**src/rtl/timer_ctrl_status.sv**
```systemverilog
// timer_ctrl_status
//   Register-side control and status for the two OPL3 timers. Decodes host
//   writes to bank-0 registers 0x02 (timer1 reload), 0x03 (timer2 reload) and
//   0x04 (timer control). Detects rising edges on the timer overflow levels,
//   holds sticky overflow flags subject to per-timer masks, and produces the
//   status byte and active-low IRQ.
//
// Ports
//   clk              system clock
//   reset            synchronous, active-high
//   wr               host write strobe (one cycle per write)
//   addr[8:0]        register address, bit 8 = bank select
//   din[7:0]         write data
//   timer1_overflow  overflow level from timer1
//   timer2_overflow  overflow level from timer2
//   timer1_reg       reload value for timer1
//   timer2_reg       reload value for timer2
//   start_timer1     ST1 control bit
//   start_timer2     ST2 control bit
//   status[7:0]      {IRQ, FT1, FT2, 5'b0}
//   irq_n            active-low interrupt
module timer_ctrl_status #(
    parameter int TIMER_WIDTH = 8
) (
    input  logic                   clk,
    input  logic                   reset,
    input  logic                   wr,
    input  logic [8:0]             addr,
    input  logic [7:0]             din,
    input  logic                   timer1_overflow,
    input  logic                   timer2_overflow,
    output logic [TIMER_WIDTH-1:0] timer1_reg,
    output logic [TIMER_WIDTH-1:0] timer2_reg,
    output logic                   start_timer1,
    output logic                   start_timer2,
    output logic [7:0]             status,
    output logic                   irq_n
);

    logic wr_t1, wr_t2, wr_ctl, wr_rst, wr_mode;
    logic hist1, hist2;
    logic rise1, rise2;
    logic mt1, mt2;
    logic ft1, ft2, irq;
    logic ft1_nxt, ft2_nxt;

    // Full 9-bit compare: bank 1 aliases (e.g. 0x104) never match.
    assign wr_t1   = wr && (addr == 9'h002);
    assign wr_t2   = wr && (addr == 9'h003);
    assign wr_ctl  = wr && (addr == 9'h004);
    assign wr_rst  = wr_ctl &&  din[7];
    assign wr_mode = wr_ctl && !din[7];

    assign rise1 = timer1_overflow & ~hist1;
    assign rise2 = timer2_overflow & ~hist2;

    // Flag update. The mask used here is the registered (pre-write) value, so
    // an MT write landing with a set event is gated by the old mask. An RST
    // write dominates a coincident set event.
    always_comb begin
        ft1_nxt = ft1;
        ft2_nxt = ft2;
        if (wr_rst) begin
            ft1_nxt = 1'b0;
            ft2_nxt = 1'b0;
        end else begin
            if (rise1 && !mt1) ft1_nxt = 1'b1;
            if (rise2 && !mt2) ft2_nxt = 1'b1;
        end
    end

    always_ff @(posedge clk) begin
        if (reset) begin
            timer1_reg   <= '0;
            timer2_reg   <= '0;
            start_timer1 <= 1'b0;
            start_timer2 <= 1'b0;
            mt1          <= 1'b0;
            mt2          <= 1'b0;
            hist1        <= 1'b0;
            hist2        <= 1'b0;
            ft1          <= 1'b0;
            ft2          <= 1'b0;
            irq          <= 1'b0;
        end else begin
            hist1 <= timer1_overflow;
            hist2 <= timer2_overflow;
            if (wr_t1) timer1_reg <= TIMER_WIDTH'(din);
            if (wr_t2) timer2_reg <= TIMER_WIDTH'(din);
            if (wr_mode) begin
                mt1          <= din[6];
                mt2          <= din[5];
                start_timer2 <= din[1];
                start_timer1 <= din[0];
            end
            ft1 <= ft1_nxt;
            ft2 <= ft2_nxt;
            // IRQ registered alongside the flags so status bits never disagree.
            irq <= ft1_nxt | ft2_nxt;
        end
    end

    assign status = {irq, ft1, ft2, 5'b0};
    assign irq_n  = ~irq;

endmodule

```
**config.mk**
```make
export PLATFORM = sky130hd
export DESIGN_NAME = timer_ctrl_status
export DESIGN_NICKNAME = d
export VERILOG_FILES = /design/src/rtl/timer_ctrl_status.sv
export SDC_FILE = /design/constraint.sdc
export NUM_CORES = 1
export LEC_CHECK = 0
export ABC_AREA = 1
export CELL_PAD_IN_SITES_DETAIL_PLACEMENT = 2
export CELL_PAD_IN_SITES_GLOBAL_PLACEMENT = 2
export CORE_MARGIN = 2
export CORE_UTILIZATION = 23
export CTS_CLUSTER_SIZE = 10
export DETAILED_ROUTE_END_ITERATION = 10
export GPL_ROUTABILITY_DRIVEN = 0
export PLACE_DENSITY = 0.87
export SETUP_SLACK_MARGIN = 0.4
export SLEW_MARGIN = 40
export SYNTH_ARGS = -nofsm -noshare
export SYNTH_HDL_FRONTEND = slang
export SYNTH_SLANG_ARGS = --single-unit
export TNS_END_PERCENT = 10
```
**constraint.sdc**
```tcl
create_clock -name clk -period 1.7 [get_ports clk]
set_clock_uncertainty 0.1 [all_clocks]
set_input_delay 0.34 -clock clk [delete_from_list [all_inputs] [get_ports clk]]
set_output_delay 0.34 -clock clk [all_outputs]
set_load 0.005 [all_outputs]
```
; After elaboration in Yosys (flattened, before gate mapping)
; Index checks and enable logic that the tools add are counted.
[classes]
reduce_logical = 10
mux = 4
bitwise_logic = 6
n_eq_ne = 3
[ops]
columns = cell, n
row1 = $eq A9 B2 Y1 const B, 2
row2 = $eq A9 B3 Y1 const B, 1
row3 = $logic_and A1 B1 Y1, 7
row4 = $mux W1, 4
row5 = $logic_not A1 Y1, 3
row6 = $not A1 Y1, 3
row7 = $and A1 B1 Y1, 2
row8 = $or A1 B1 Y1, 1
[totals]
word_cells = 34
regBits = 25
in_bits = 22
output_inout_bits = 27

; Logic depth before layout (Yosys ltp)
; Gate-level depths: netlist (run 1).
[depth]
depth_word = 6
ltp_mapped = 7
mapped_depth_nobuf = 7

; Least setup slack after synthesis (run 1)
; Ideal clock, no wire load.
[synth_path]
path_kind = input -> register
start = input addr[7]
end = register timer2_reg[0]
path_slack_ns = 0.520
required_ns = 1.484
t_arrival_ns = 0.964
path_stages = 6
setup_time_ns = 0.116
path_buffers = 0
cell_sequence = nor2_1 > nand2_2 > nor2_4 > nand2_2 > o21ai_0 > nor2_1
[synth_between]
elab_chain_len = 2
[synth_lines]
columns = element, line
row1 = from (decl), 28  ; input logic [8:0] addr,
row2 = $eq A9 B2 Y1, 49  ; assign wr_t2 = wr && (addr == 9'h003);
row3 = $logic_and A1 B1 Y1, 49
row4 = to (signal assigned), 89  ; if (wr_t2) timer2_reg <= TIMER_WIDTH'(din);
row5 = to (decl), 33  ; output logic [TIMER_WIDTH-1:0] timer2_reg,
; Every way passes these cells.
; A chain may end at the register's enable or synchronous reset.

; Worst setup path in the final report (run 1)
[layout_path]
start = register timer1_reg[5]
end = output timer1_reg[5]
[layout_lines]
columns = element, line
row1 = from (decl), 32  ; output logic [TIMER_WIDTH-1:0] timer1_reg,
row2 = from (signal assigned), 88  ; if (wr_t1) timer1_reg <= TIMER_WIDTH'(din);
; No word-level cell between the ends.

==> impl_results.md, run 1 <==
- Status: complete, no violations
- Int Power: 0.0008336 W
- Area grow syn2layout: 57.66%
- Most frequent cells in the layout: nor2_1 (42), clkdlybuf4s50_1 (24), dfxtp_1 (18)
- DRT iter0 DRCs: 22
- Ant. Diodes: 0
- Gr busiest metal: met2
- Combinational share of power: 12.7%
- Biggest area consumer among synthesized cells: dfxtp_1
- Post-DR vias/cell: 4.311
- WP buf/inv: 1
- Commonest non-fill, non-tap cell in the layout: nor2_1
- Unrepaired setup endpoints after global routing: yes
- Die span in x: between 70 and 80 µm
- Initial antenna violation count: 0
- Setup violations, final: 0
- Core area: around 4400 µm²
- Die height: between 70 and 80 µm
- Max Fclk: 642.2 MHz
- Cell Rows: 24
- Vias in the first global route: 1,090
- GRT Resource Usage Total: 11.89%
- Detailed placer's ending HPWL: 2265 µm
- Crit-path max FO: 2
- Worst path max stage delay: ~500 ps
- CP max stage cell: clkdlybuf4s50_1
- Skew-Pair Late Insertion Delay: 270 ps
- Sequential share of power: 53.9%
- PortBufs: 43
- Max clock buf depth: 2
- Starting Density: 24.27%
- Share of the synthesized area in the top cell type: around 46%
- Full die area: approximately 5300 µm²
- Final period demand of the worst path: 1557 ps
- Sw Share: 24.84%
- Tcrit/Tclk final: between 90% and 100%
- I/O Pins: a little under 50
- Max Cap Violations: 0
- Root buffer cell: clkbuf_8
- Critical path type: reg2out
- Crit path cell chain: clkdlybuf4s50_1
- Leakage power: 0.7870 nW
- Antenna-violating nets left: 0
- Slew Viols, Final: 0
- Place WS: -116.1 ps
- Total chip power: 0.001109 W
- PwrDens: 652.2 nW/µm²
- Post-Syn Area: 1079 µm²
- WP data arrival: 1120 ps
- Gate Count Post-Synth: 146
- Global-route wire length before repair: 4899 µm
- Met3 Use GR: 3.056%
- Synthesized flop and latch total: 25
- WL final: 3195 µm
- Sink Count: 25
- Maximum vdd ir drop: 0.0002849 V
- H-tree Lvls: 1
- Setup ws final: 142.8 ps
- Clk slew on worst S/H paths: roughly 90 ps
- Register area share after synthesis: a little under half
- Synth top area cells: dfxtp_1 (46%), nor2_1 (16%), inv_1 (6.6%), o21ai_0 (6.5%), buf_4 (5.6%)
- GR Util met2: 19.47%
- Clock Power Share: 33.4%
- Hold-fix buffers, CTS: 0
- Total number of vias: roughly 1,100
- Net count, final: 215
- DRC violations left: 0
- CTS Buf Count: 3
- Critical Path RT: roughly 1300 ps
- Overflow after GRT: 0
- Setup TNS: 0 ps
- Crit path launch type: flop
- CP top delay family: buffers and inverters
- Worst min path class: reg2reg
- Switching power total: 0.0002755 W
- Yosys warns: 0
- Syn avg cell area: between 7 and 8 µm²
- Global Route met1 Usage: 15.85%
- CTS tree: built
- CP Capture Type: output port
- Largest net degree at the start of global routing: 22
- WL/cell: approximately 13 µm
- DR pass1 iterations: 2
- Share of cells above drive strength 1: between 15 and 20%
- Distinct cell type count after synthesis: 21
- Final hold vios: 0
logic make-up (layout without fill, tap and decap cells):
| logic type | Yosys count | after routing | synth area share, % |
|---|---|---|---|
| other | 1 | 5 | 0.3477 |
| AO/OA/AOI/OAI | 19 | 19 | 9.049 |
| buffers and inverters | 31 | 73 | 14.15 |
| flip-flops | 25 | 25 | 46.40 |
| AND/OR/NAND/NOR | 70 | 70 | 30.05 |
cell usage after synthesis, drive strengths merged:
| master | instances |
|---|---|
| nor2 | 47 |
| dfxtp | 25 |
| inv | 19 |
| o21ai | 16 |
| nand2 | 15 |
| buf | 8 |
| nand4 | 4 |
| a21oi | 2 |
| clkbuf | 2 |
| clkinv | 2 |
| nand3 | 2 |
| conb | 1 |
| nor3 | 1 |
| nor3b | 1 |
| o21bai | 1 |
layer usage:
| layer | wire (µm) | part of all wire (%) |
|---|---|---|
| met5 | 0 | 0 |
| met2 | 1577 | 49 |
| met4 | 24 | 0.75 |
| met1 | 1467 | 46 |
| met3 | 125 | 3.9 |
metrics by stage:
| step | hold WS, ps | area, µm² | std cells | utilization (%) |
|---|---|---|---|---|
| finish | 387.7 | 1700 | 244 | 38.26 |
| global route | 417.6 | 1700 | 244 | 38.26 |
| CTS | 396.9 | 1597 | 242 | 35.92 |
| detailed placement | 374.5 | 1544 | 238 | 34.74 |
| global placement | 361.6 | 1544 | 238 | 34.74 |
| floorplan | 311.2 | 1094 | 150 | - |
timing repair:
action                                  in CTS  in global routing
hold endpoints to repair                     0                  0
pin swaps                                    0                 11
gates resized for setup                     17                 30
endpoints found under the setup margin      45                 42
gates cloned                                 0                  2
setup buffers                                0                  0
final cells by class:
cell class,instances,area [µm²]
Sequential cell,25,509.2
Timing Repair inverter,2,12.51
Inverter,21,88.84
Multi-Input combinational cell,94,490.5
Clock buffer,3,41.29
Timing Repair Buffer,46,485.5
Fill cell,505,2744
Tap cell,52,65.06
Clock inverter,1,7.507
final timing paths:
| kind | from | end | slack (ps) | depth (start not counted) |
|---|---|---|---|---|
| worst max-delay path | timer1_reg[5] | timer1_reg[5] | 140 | 1 |
| worst min-delay path | timer2_reg[2] | timer2_reg[2] | 390 | 2 |
| worst max register to register | mt2 | irq | 780 | 3 |
| worst min register to register | timer2_reg[2] | timer2_reg[2] | 390 | 2 |
power groups by stage:
| stage | Sequential [W] | Clock [W] | Combinational (W) |
|---|---|---|---|
| final | 0.000598 | 0.000371 | 0.000140 |
| after global routing | 0.000599 | 0.000407 | 0.000156 |
| after CTS | 0.000598 | 0.000379 | 0.000131 |
| after detailed placement | 0.000612 | 0 | 0.000132 |
| after global placement | 0.000611 | 0 | 0.000129 |
| after floorplan | 0.000611 | 0 | 0.0000614 |
Power figures use the tool's default switching activity.
==> run 2: changes to the inputs <==
--- a/config.mk
+++ b/config.mk
@@ -9,11 +9,11 @@
 export CELL_PAD_IN_SITES_DETAIL_PLACEMENT = 2
 export CELL_PAD_IN_SITES_GLOBAL_PLACEMENT = 2
 export CORE_MARGIN = 2
-export CORE_UTILIZATION = 23
+export CORE_UTILIZATION = 21
 export CTS_CLUSTER_SIZE = 10
 export DETAILED_ROUTE_END_ITERATION = 10
 export GPL_ROUTABILITY_DRIVEN = 0
-export PLACE_DENSITY = 0.87
+export PLACE_DENSITY = 0.81
 export SETUP_SLACK_MARGIN = 0.4
 export SLEW_MARGIN = 40
 export SYNTH_ARGS = -nofsm -noshare
==> constraint.sdc (replaced) <==
create_clock -name clk -period 1.6 [get_ports clk]
set_clock_uncertainty 0.1 [all_clocks]
set_input_delay 0.32 -clock clk [delete_from_list [all_inputs] [get_ports clk]]
set_output_delay 0.32 -clock clk [all_outputs]
set_load 0.005 [all_outputs]
==> run 2 against run 1 <==
Routed wire length is 14% higher. Utilization is 2.6 points lower. Sequential power is 6.4% higher. Clock power is 1% higher. Hold slack worse by 9.9 ps. Global-route usage is 1.6 points higher. Via count is 4.6% higher. Final cell count is 12% higher. Critical path type is now in2reg. Largest cell class is now multi-input combinational cells. Highest routed layer unchanged.
==> impl_results.md, run 2 (synthesis results as in run 1) <==
- Commonest non-fill, non-tap cell in the layout: nor2_1 (unchanged)
- Hold Path Depth: 2 (unchanged)
- Detailed placer's ending HPWL: 2366 µm (was 2265 µm)
- DRT iter0 DRCs: 20 (was 22)
- Starting Density: 21.39% (was 24.27%)
- Crit path cell chain: clkdlybuf4s15_2, nor2_2, nand2_2, nor2_4, buf_4, nand2_4, o21ai_0, nor2_1 (was clkdlybuf4s50_1)
- Reg2reg path depth: 5 (was 3)
- Post-DR vias/cell: 4.029 (was 4.311)
- Root buffer cell: clkbuf_8 (unchanged)
- Max Cap Violations: 0 (unchanged)
- Tcrit/Tclk final: 80.08%
- Net count, final: 226 (was 215)
- Share of cells above drive strength 1: 38.42% (was 19.27%)
- Crit Reg-Reg Startpoint: mt1 (was mt2)
- Min-Delay Startpoint: timer2_reg[4] (was timer2_reg[2])
- WP buf/inv: 2 (was 1)
- DR pass1 iterations: 4 (was 2)
- WP data arrival: 1340 ps (was 1120 ps)
- Largest net degree at the start of global routing: 14 (was 22)
- Switching power total: 0.0002855 W (was 0.0002755 W)
- Multi-input gate area in the final layout: 538.0 µm² (was 490.5 µm²)
- CP Capture Type: flop (was output port)
- DP Area: 1559 µm² (was 1544 µm²)
- Utilization after layout: 35.68% (was 38.26%)
- Combinational share of power: 13.8% (was 12.7%)
- R2r endpoint: irq (unchanged)
- Ant. Diodes: 0 (unchanged)
- Setup violations, final: 0 (unchanged)
- Sink Count: 25 (unchanged)
- Final hold vios: 0 (unchanged)
- H-tree Lvls: 1 (unchanged)
- Crit-path max FO: 5 (was 2)
- Total number of vias: 1,100 (was 1,052)
- PortBufs: 43 (unchanged)
- Critical path type: in2reg (was reg2out)
- Worst path max stage delay: 220 ps (was 500 ps)
- Design Area, Final: 1799 µm² (was 1700 µm²)
- Clk slew on worst S/H paths: 90 ps (about the same)
- Worst hold path endpoint: timer2_reg[4] (was timer2_reg[2])
- WL final: 3646 µm (was 3195 µm)
- WL/cell: 13.36 µm (was 13.09 µm)
- Cell Rows: 26 (was 24)
- Overflow after GRT: 0 (unchanged)
- Sequential share of power: 54.2% (was 53.9%)
- Die height: 75.67 µm (was 72.48 µm)
- Initial antenna violation count: 0 (unchanged)
- Global-route wire length before repair: 5678 µm (was 4899 µm)
- Vias in the first global route: 1,196 (was 1,090)
- Status: complete, no violations (unchanged)
- Slew Viols, Final: 0 (unchanged)
- Critical Path RT: 1660 ps (was 1260 ps)
- Sw Share: 24.34% (was 24.84%)
- CTS tree: built (unchanged)
- Leakage power: 0.7930 nW (was 0.7870 nW)
- Reg2Reg Setup Slack: 670 ps (was 780 ps)
- Max clock buf depth: 2 (unchanged)
- Core area: 5042 µm² (was 4444 µm²)
- Full die area: 5725 µm² (was 5253 µm²)
- Crit path launch type: input port (was flop)
- PwrDens: 652.0 nW/µm² (was 652.2 nW/µm²)
- Antenna-violating nets left: 0 (unchanged)
- Worst min path class: reg2reg (unchanged)
- Fillers: 593 (was 505)
- Unrepaired setup endpoints after global routing: yes (unchanged)
- Maximum vdd ir drop: 0.0003202 V (was 0.0002849 V)
- Int Power: 0.0008877 W (was 0.0008336 W)
- Clock Power Share: 32.0% (was 33.4%)
- Area grow syn2layout: 66.82% (was 57.66%)
- CP top delay family: simple AND/OR/NAND/NOR gates (was buffers and inverters)
- Die span in x: 75.67 µm (was 72.48 µm)
- Skew-Pair Late Insertion Delay: 260 ps (was 270 ps)
- DRC violations left: 0 (unchanged)
- Register area: 525.5 µm² (was 509.2 µm²)
- GRT Resource Usage Total: 13.45% (was 11.89%)
- CTS Buf Count: 3 (unchanged)
- Final period demand of the worst path: 1281 ps
- Most frequent cells in the layout: nor2_1 (41), clkdlybuf4s15_1 (23), dfxtp_2 (20) (was nor2_1 (42), clkdlybuf4s50_1 (24), dfxtp_1 (18))
- Max Fclk: a little under 800 MHz
- CP max stage cell: o21ai_0 (was clkdlybuf4s50_1)
- I/O Pins: 49 (unchanged)
## run 2: changes by cell type in the layout (fill, tap and decap cells not counted), moves of 4 or more
cell and change:
o21ai_1 +7, dlymetal6s2s_1 -11, buf_4 +9, dfxtp_2 +13, buf_2 +5, clkdlybuf4s15_1 +20, o21ai_0 -13, dfxtp_1 -13
clkdlybuf4s50_1 -15, dlygate4sd2_1 -4, o21ai_2 +6
## run 2: worst max path at each step
stage	start	to	slack [ps]	cells past startpoint
floorplan	addr[7]	timer2_reg[0]	440	6
global placement	addr[0]	timer2_reg[2]	-260	5
detailed placement	addr[0]	timer2_reg[2]	-300	5
CTS	timer2_reg[7]	timer2_reg[7]	350	1
global route	addr[2]	timer1_reg[1]	240	8
finish	addr[2]	timer1_reg[1]	320	8
## run 2: routing by layer
layer / global-route usage (%) / up-vias / routed length [µm]
met2: 23.77 / 34 / 1871
met5: 0 / - / 0
li1: - / 550 / -
met1: 15.58 / 512 / 1481
met3: 2.910 / 4 / 228
met4: 5.848 / 0 / 64
## run 2: worst min-delay path, delay by kind of cell, from the launching register on
kind	cells	cell delay, ps
flops	1	330
simple gates	2	120
## run 2: final cells by class
type,instances,share of cell area (%)
Clock buffer,4,2.503
Inverter,21,5.285
Multi-Input combinational cell,96,29.90
Sequential cell,25,29.21
Tap cell,70,4.868
Timing Repair Buffer,55,27.40
Timing Repair inverter,2,0.8345
## run 2: power groups by stage
stage / logic (W) / clock network [W] / registers [W]
after global placement: 0.000137 / 0 / 0.000649
final: 0.000162 / 0.000375 / 0.000636
after floorplan: 0.0000653 / 0 / 0.000649
after global routing: 0.000179 / 0.000420 / 0.000637
after CTS: 0.000156 / 0.000391 / 0.000636
after detailed placement: 0.000142 / 0 / 0.000650
## run 2: timing repair
action	in CTS	in global routing
endpoints found under the setup margin	45	45
gates cloned	4	0
hold buffers	0	0
gates resized for setup	130	14
setup buffers	6	4
hold endpoints to repair	0	0
pin swaps	16	13
## run 2: per-stage QoR
step	hold WS [ps]	total power [W]	TNS [ps]	std cells	setup slack (ps)
after floorplan	291.2	0.0007140	0	150	440.0
after global placement	367.2	0.0007866	-2403	255	-259.8
after detailed placement	377.2	0.0007914	-3554	255	-303.2
after CTS	377.3	0.001184	0	269	345.9
after global routing	403.2	0.001236	0	273	243.3
final	377.9	0.001173	0	273	318.7
==> run 3: changes to the inputs <==
--- a/config.mk
+++ b/config.mk
@@ -9,11 +9,11 @@
 export CELL_PAD_IN_SITES_DETAIL_PLACEMENT = 2
 export CELL_PAD_IN_SITES_GLOBAL_PLACEMENT = 2
 export CORE_MARGIN = 2
-export CORE_UTILIZATION = 21
+export CORE_UTILIZATION = 19
 export CTS_CLUSTER_SIZE = 10
 export DETAILED_ROUTE_END_ITERATION = 10
 export GPL_ROUTABILITY_DRIVEN = 0
-export PLACE_DENSITY = 0.81
+export PLACE_DENSITY = 0.77
 export SETUP_SLACK_MARGIN = 0.4
 export SLEW_MARGIN = 40
 export SYNTH_ARGS = -nofsm -noshare
==> constraint.sdc (replaced) <==
create_clock -name clk -period 1.1 [get_ports clk]
set_clock_uncertainty 0.1 [all_clocks]
set_input_delay 0.22 -clock clk [delete_from_list [all_inputs] [get_ports clk]]
set_output_delay 0.22 -clock clk [all_outputs]
set_load 0.005 [all_outputs]
==> run 3 against run 2 <==
Worst setup slack lost 290 ps. Via count rose by 3.8%. Register-to-register slack worse by 500 ps. Largest power group unchanged. Routed wire length grew 6.7%. Utilization is 0.72 points higher. Power up 52%. Design area grew 11%. Non-clock buffer count is 2 higher. Sequential share of layout area decreased by 2.9 points. Clock power up 51%. Flip-flop and latch count unchanged. Hold slack worse by 260 ps.
==> impl_results.md, run 3 (synthesis results as in run 1) <==
- Setup TNS: 0 ps (unchanged)
- Max Cap Violations: 0 (unchanged)
- CTS Buf Count: 3 (unchanged)
- Core area: 5507 µm² (was 5042 µm²)
- Crit-path max FO: 2 (was 5)
- Global-route wire length before repair: 5927 µm (was 5678 µm)
- Largest net degree at the start of global routing: 21 (was 14)
- Critical path type: reg2out (was in2reg)
- Multi-input gate area in the final layout: 688.2 µm² (was 538.0 µm²)
- Commonest non-fill, non-tap cell in the layout: nor2_1 (unchanged)
- Cell Rows: 27 (was 26)
- Initial antenna violation count: 0 (unchanged)
- Hold-fix buffers, CTS: 0 (unchanged)
- Share of cells above drive strength 1: 64.53% (was 38.42%)
- Critical Path RT: 780 ps (was 1660 ps)
- Starting Density: 19.59% (was 21.39%)
- Fillers: 604 (was 593)
- WP data arrival: 750 ps (was 1340 ps)
- CP max stage cell: dfxtp_2 (was o21ai_0)
- Antenna-violating nets left: 0 (unchanged)
- Register area: 528.0 µm² (was 525.5 µm²)
- H-tree Lvls: 1 (unchanged)
- Max clock buf depth: 2 (unchanged)
- Setup ws final: 30.27 ps (was 318.7 ps)
- Most frequent cells in the layout: nor2_1 (32), dfxtp_2 (22), buf_2 (15) (was nor2_1 (41), clkdlybuf4s15_1 (23), dfxtp_2 (20))
- CP top delay family: flip-flops (was simple AND/OR/NAND/NOR gates)
- Total chip power: 0.001788 W (was 0.001173 W)
- CP Capture Type: output port (was flop)
- Post-route insts no fill: 275 (was 273)
- Status: complete, no violations (unchanged)
- Place WS: -538.6 ps (was -303.2 ps)
- Area grow syn2layout: 85.85% (was 66.82%)
- Slew Viols, Final: 0 (unchanged)
- Placed cell count: 264 (was 255)
- DRC violations left: 0 (unchanged)
- Net count, final: 226 (unchanged)
- Full die area: 6295 µm² (was 5725 µm²)
- Ant. Diodes: 0 (unchanged)
- Sink Count: 25 (unchanged)
- Vias in the first global route: 1,227 (was 1,196)
- Total number of vias: 1,142 (was 1,100)
- PortBufs: 43 (unchanged)
- WL final: 3889 µm (was 3646 µm)
- Final period demand of the worst path: ~1100 ps
- DR pass1 iterations: 2 (was 4)
- Worst path max stage delay: 360 ps (was 220 ps)
- Leakage power: 0.9141 nW (was 0.7930 nW)
- Die span in x: 79.34 µm (was 75.67 µm)
- Crit path launch type: flop (was input port)
- Hold slack: 114.2 ps (was 377.9 ps)
- Die height: 79.34 µm (was 75.67 µm)
- Root buffer cell: clkbuf_8 (unchanged)
- WL/cell: 14.14 µm (was 13.36 µm)
- GRT Resource Usage Total: 12.05% (was 13.45%)
- Skew-Pair Late Insertion Delay: 270 ps (was 260 ps)
- Maximum vdd ir drop: 0.0003980 V (was 0.0003202 V)
- Clk slew on worst S/H paths: 90 ps (about the same)
- Crit path cell chain: buf_2 (was clkdlybuf4s15_2, nor2_2, nand2_2, nor2_4, buf_4, nand2_4, o21ai_0, nor2_1)
- Tcrit/Tclk final: 97.25%
- Max Fclk: 934.8 MHz
- Unrepaired setup endpoints after global routing: yes (unchanged)
- Setup violations, final: 0 (unchanged)
- Final hold vios: 0 (unchanged)
- Overflow after GRT: 0 (unchanged)
- Detailed placer's ending HPWL: 2440 µm (was 2366 µm)
- PwrDens: 892.3 nW/µm² (was 652.0 nW/µm²)
- CTS tree: built (unchanged)
- I/O Pins: 49 (unchanged)
- WP buf/inv: 1 (was 2)
- DRT iter0 DRCs: 14 (was 20)
- Post-DR vias/cell: 4.153 (was 4.029)
- Worst min path class: in2reg (was reg2reg)
==> run 3: cell types whose count changed in the layout (fill, tap and decap cells not counted), moves of 4 or more <==
cell | before | now
inv_2 | 2 | 8
nor2_1 | 41 | 32
buf_6 | 2 | 11
dlymetal6s2s_1 | 1 | 6
nand2_1 | 8 | 4
o21ai_2 | 6 | 14
nor2_2 | 3 | 9
buf_12 | 0 | 4
o21ai_1 | 9 | 1
buf_2 | 5 | 15
inv_1 | 16 | 11
clkdlybuf4s50_1 | 9 | 4
nand2_8 | 0 | 4
clkdlybuf4s15_1 | 23 | 0
==> run 3: final timing paths <==
| path | start | end | slack, ps | depth (start not counted) |
|---|---|---|---|---|
| max | timer2_reg[4] | timer2_reg[4] | 30 | 1 |
| min reg2reg | timer2_reg[2] | timer2_reg[2] | 380 | 2 |
| min | timer1_overflow | hist1 | 110 | 3 |
| max reg2reg | mt1 | irq | 170 | 5 |
==> run 3: repair_timing <==
action	CTS	global route
endpoints found under the setup margin	47	47
pin swaps	19	57
endpoints found under the hold margin	0	0
buffers inserted	3	1
cloned	2	1
resized for setup	155	79
==> run 3: final cells by class <==
| cell class | count | share of cell area, % |
|---|---|---|
| Tap cell | 72 | 4.494 |
| Multi-Input combinational cell | 96 | 34.33 |
| Clock buffer | 3 | 2.060 |
| Timing Repair Buffer | 57 | 27.34 |
| Sequential cell | 25 | 26.34 |
| Inverter | 21 | 5.181 |
| Clock inverter | 1 | 0.2497 |
==> run 3: per-layer routing <==
metal	share of wire, %	wire length, µm	GRT usage [%]
met5	0	0	0
met4	2.1	80	3.966
met3	4.2	165	2.386
met2	53	2052	22.46
met1	41	1591	13.61
==> run 3: worst register-to-register path, stage by stage, from the launching register on <==
cell      delay, ps
dfxtp_2         320
inv_2            60
nand2_2          50
o21bai_1        130
inv_1            80
a21oi_2         130
==> run 3: report_power, final <==
part / total, W / internal [W] / switching [W]
clock network: 0.000567 / 0.000255 / 0.000312
registers: 0.000926 / 0.000919 / 0.00000706
logic: 0.000295 / 0.000149 / 0.000146
==> run 3: through the flow <==
step / utilization, % / cell area, µm²
3_5_place_dp: 30.13 / 1659
4_1_cts: 32.61 / 1795
5_1_grt: 36.40 / 2004
2_1_floorplan: - / 1114
6_report: 36.40 / 2004
3_3_place_gp: 30.13 / 1659
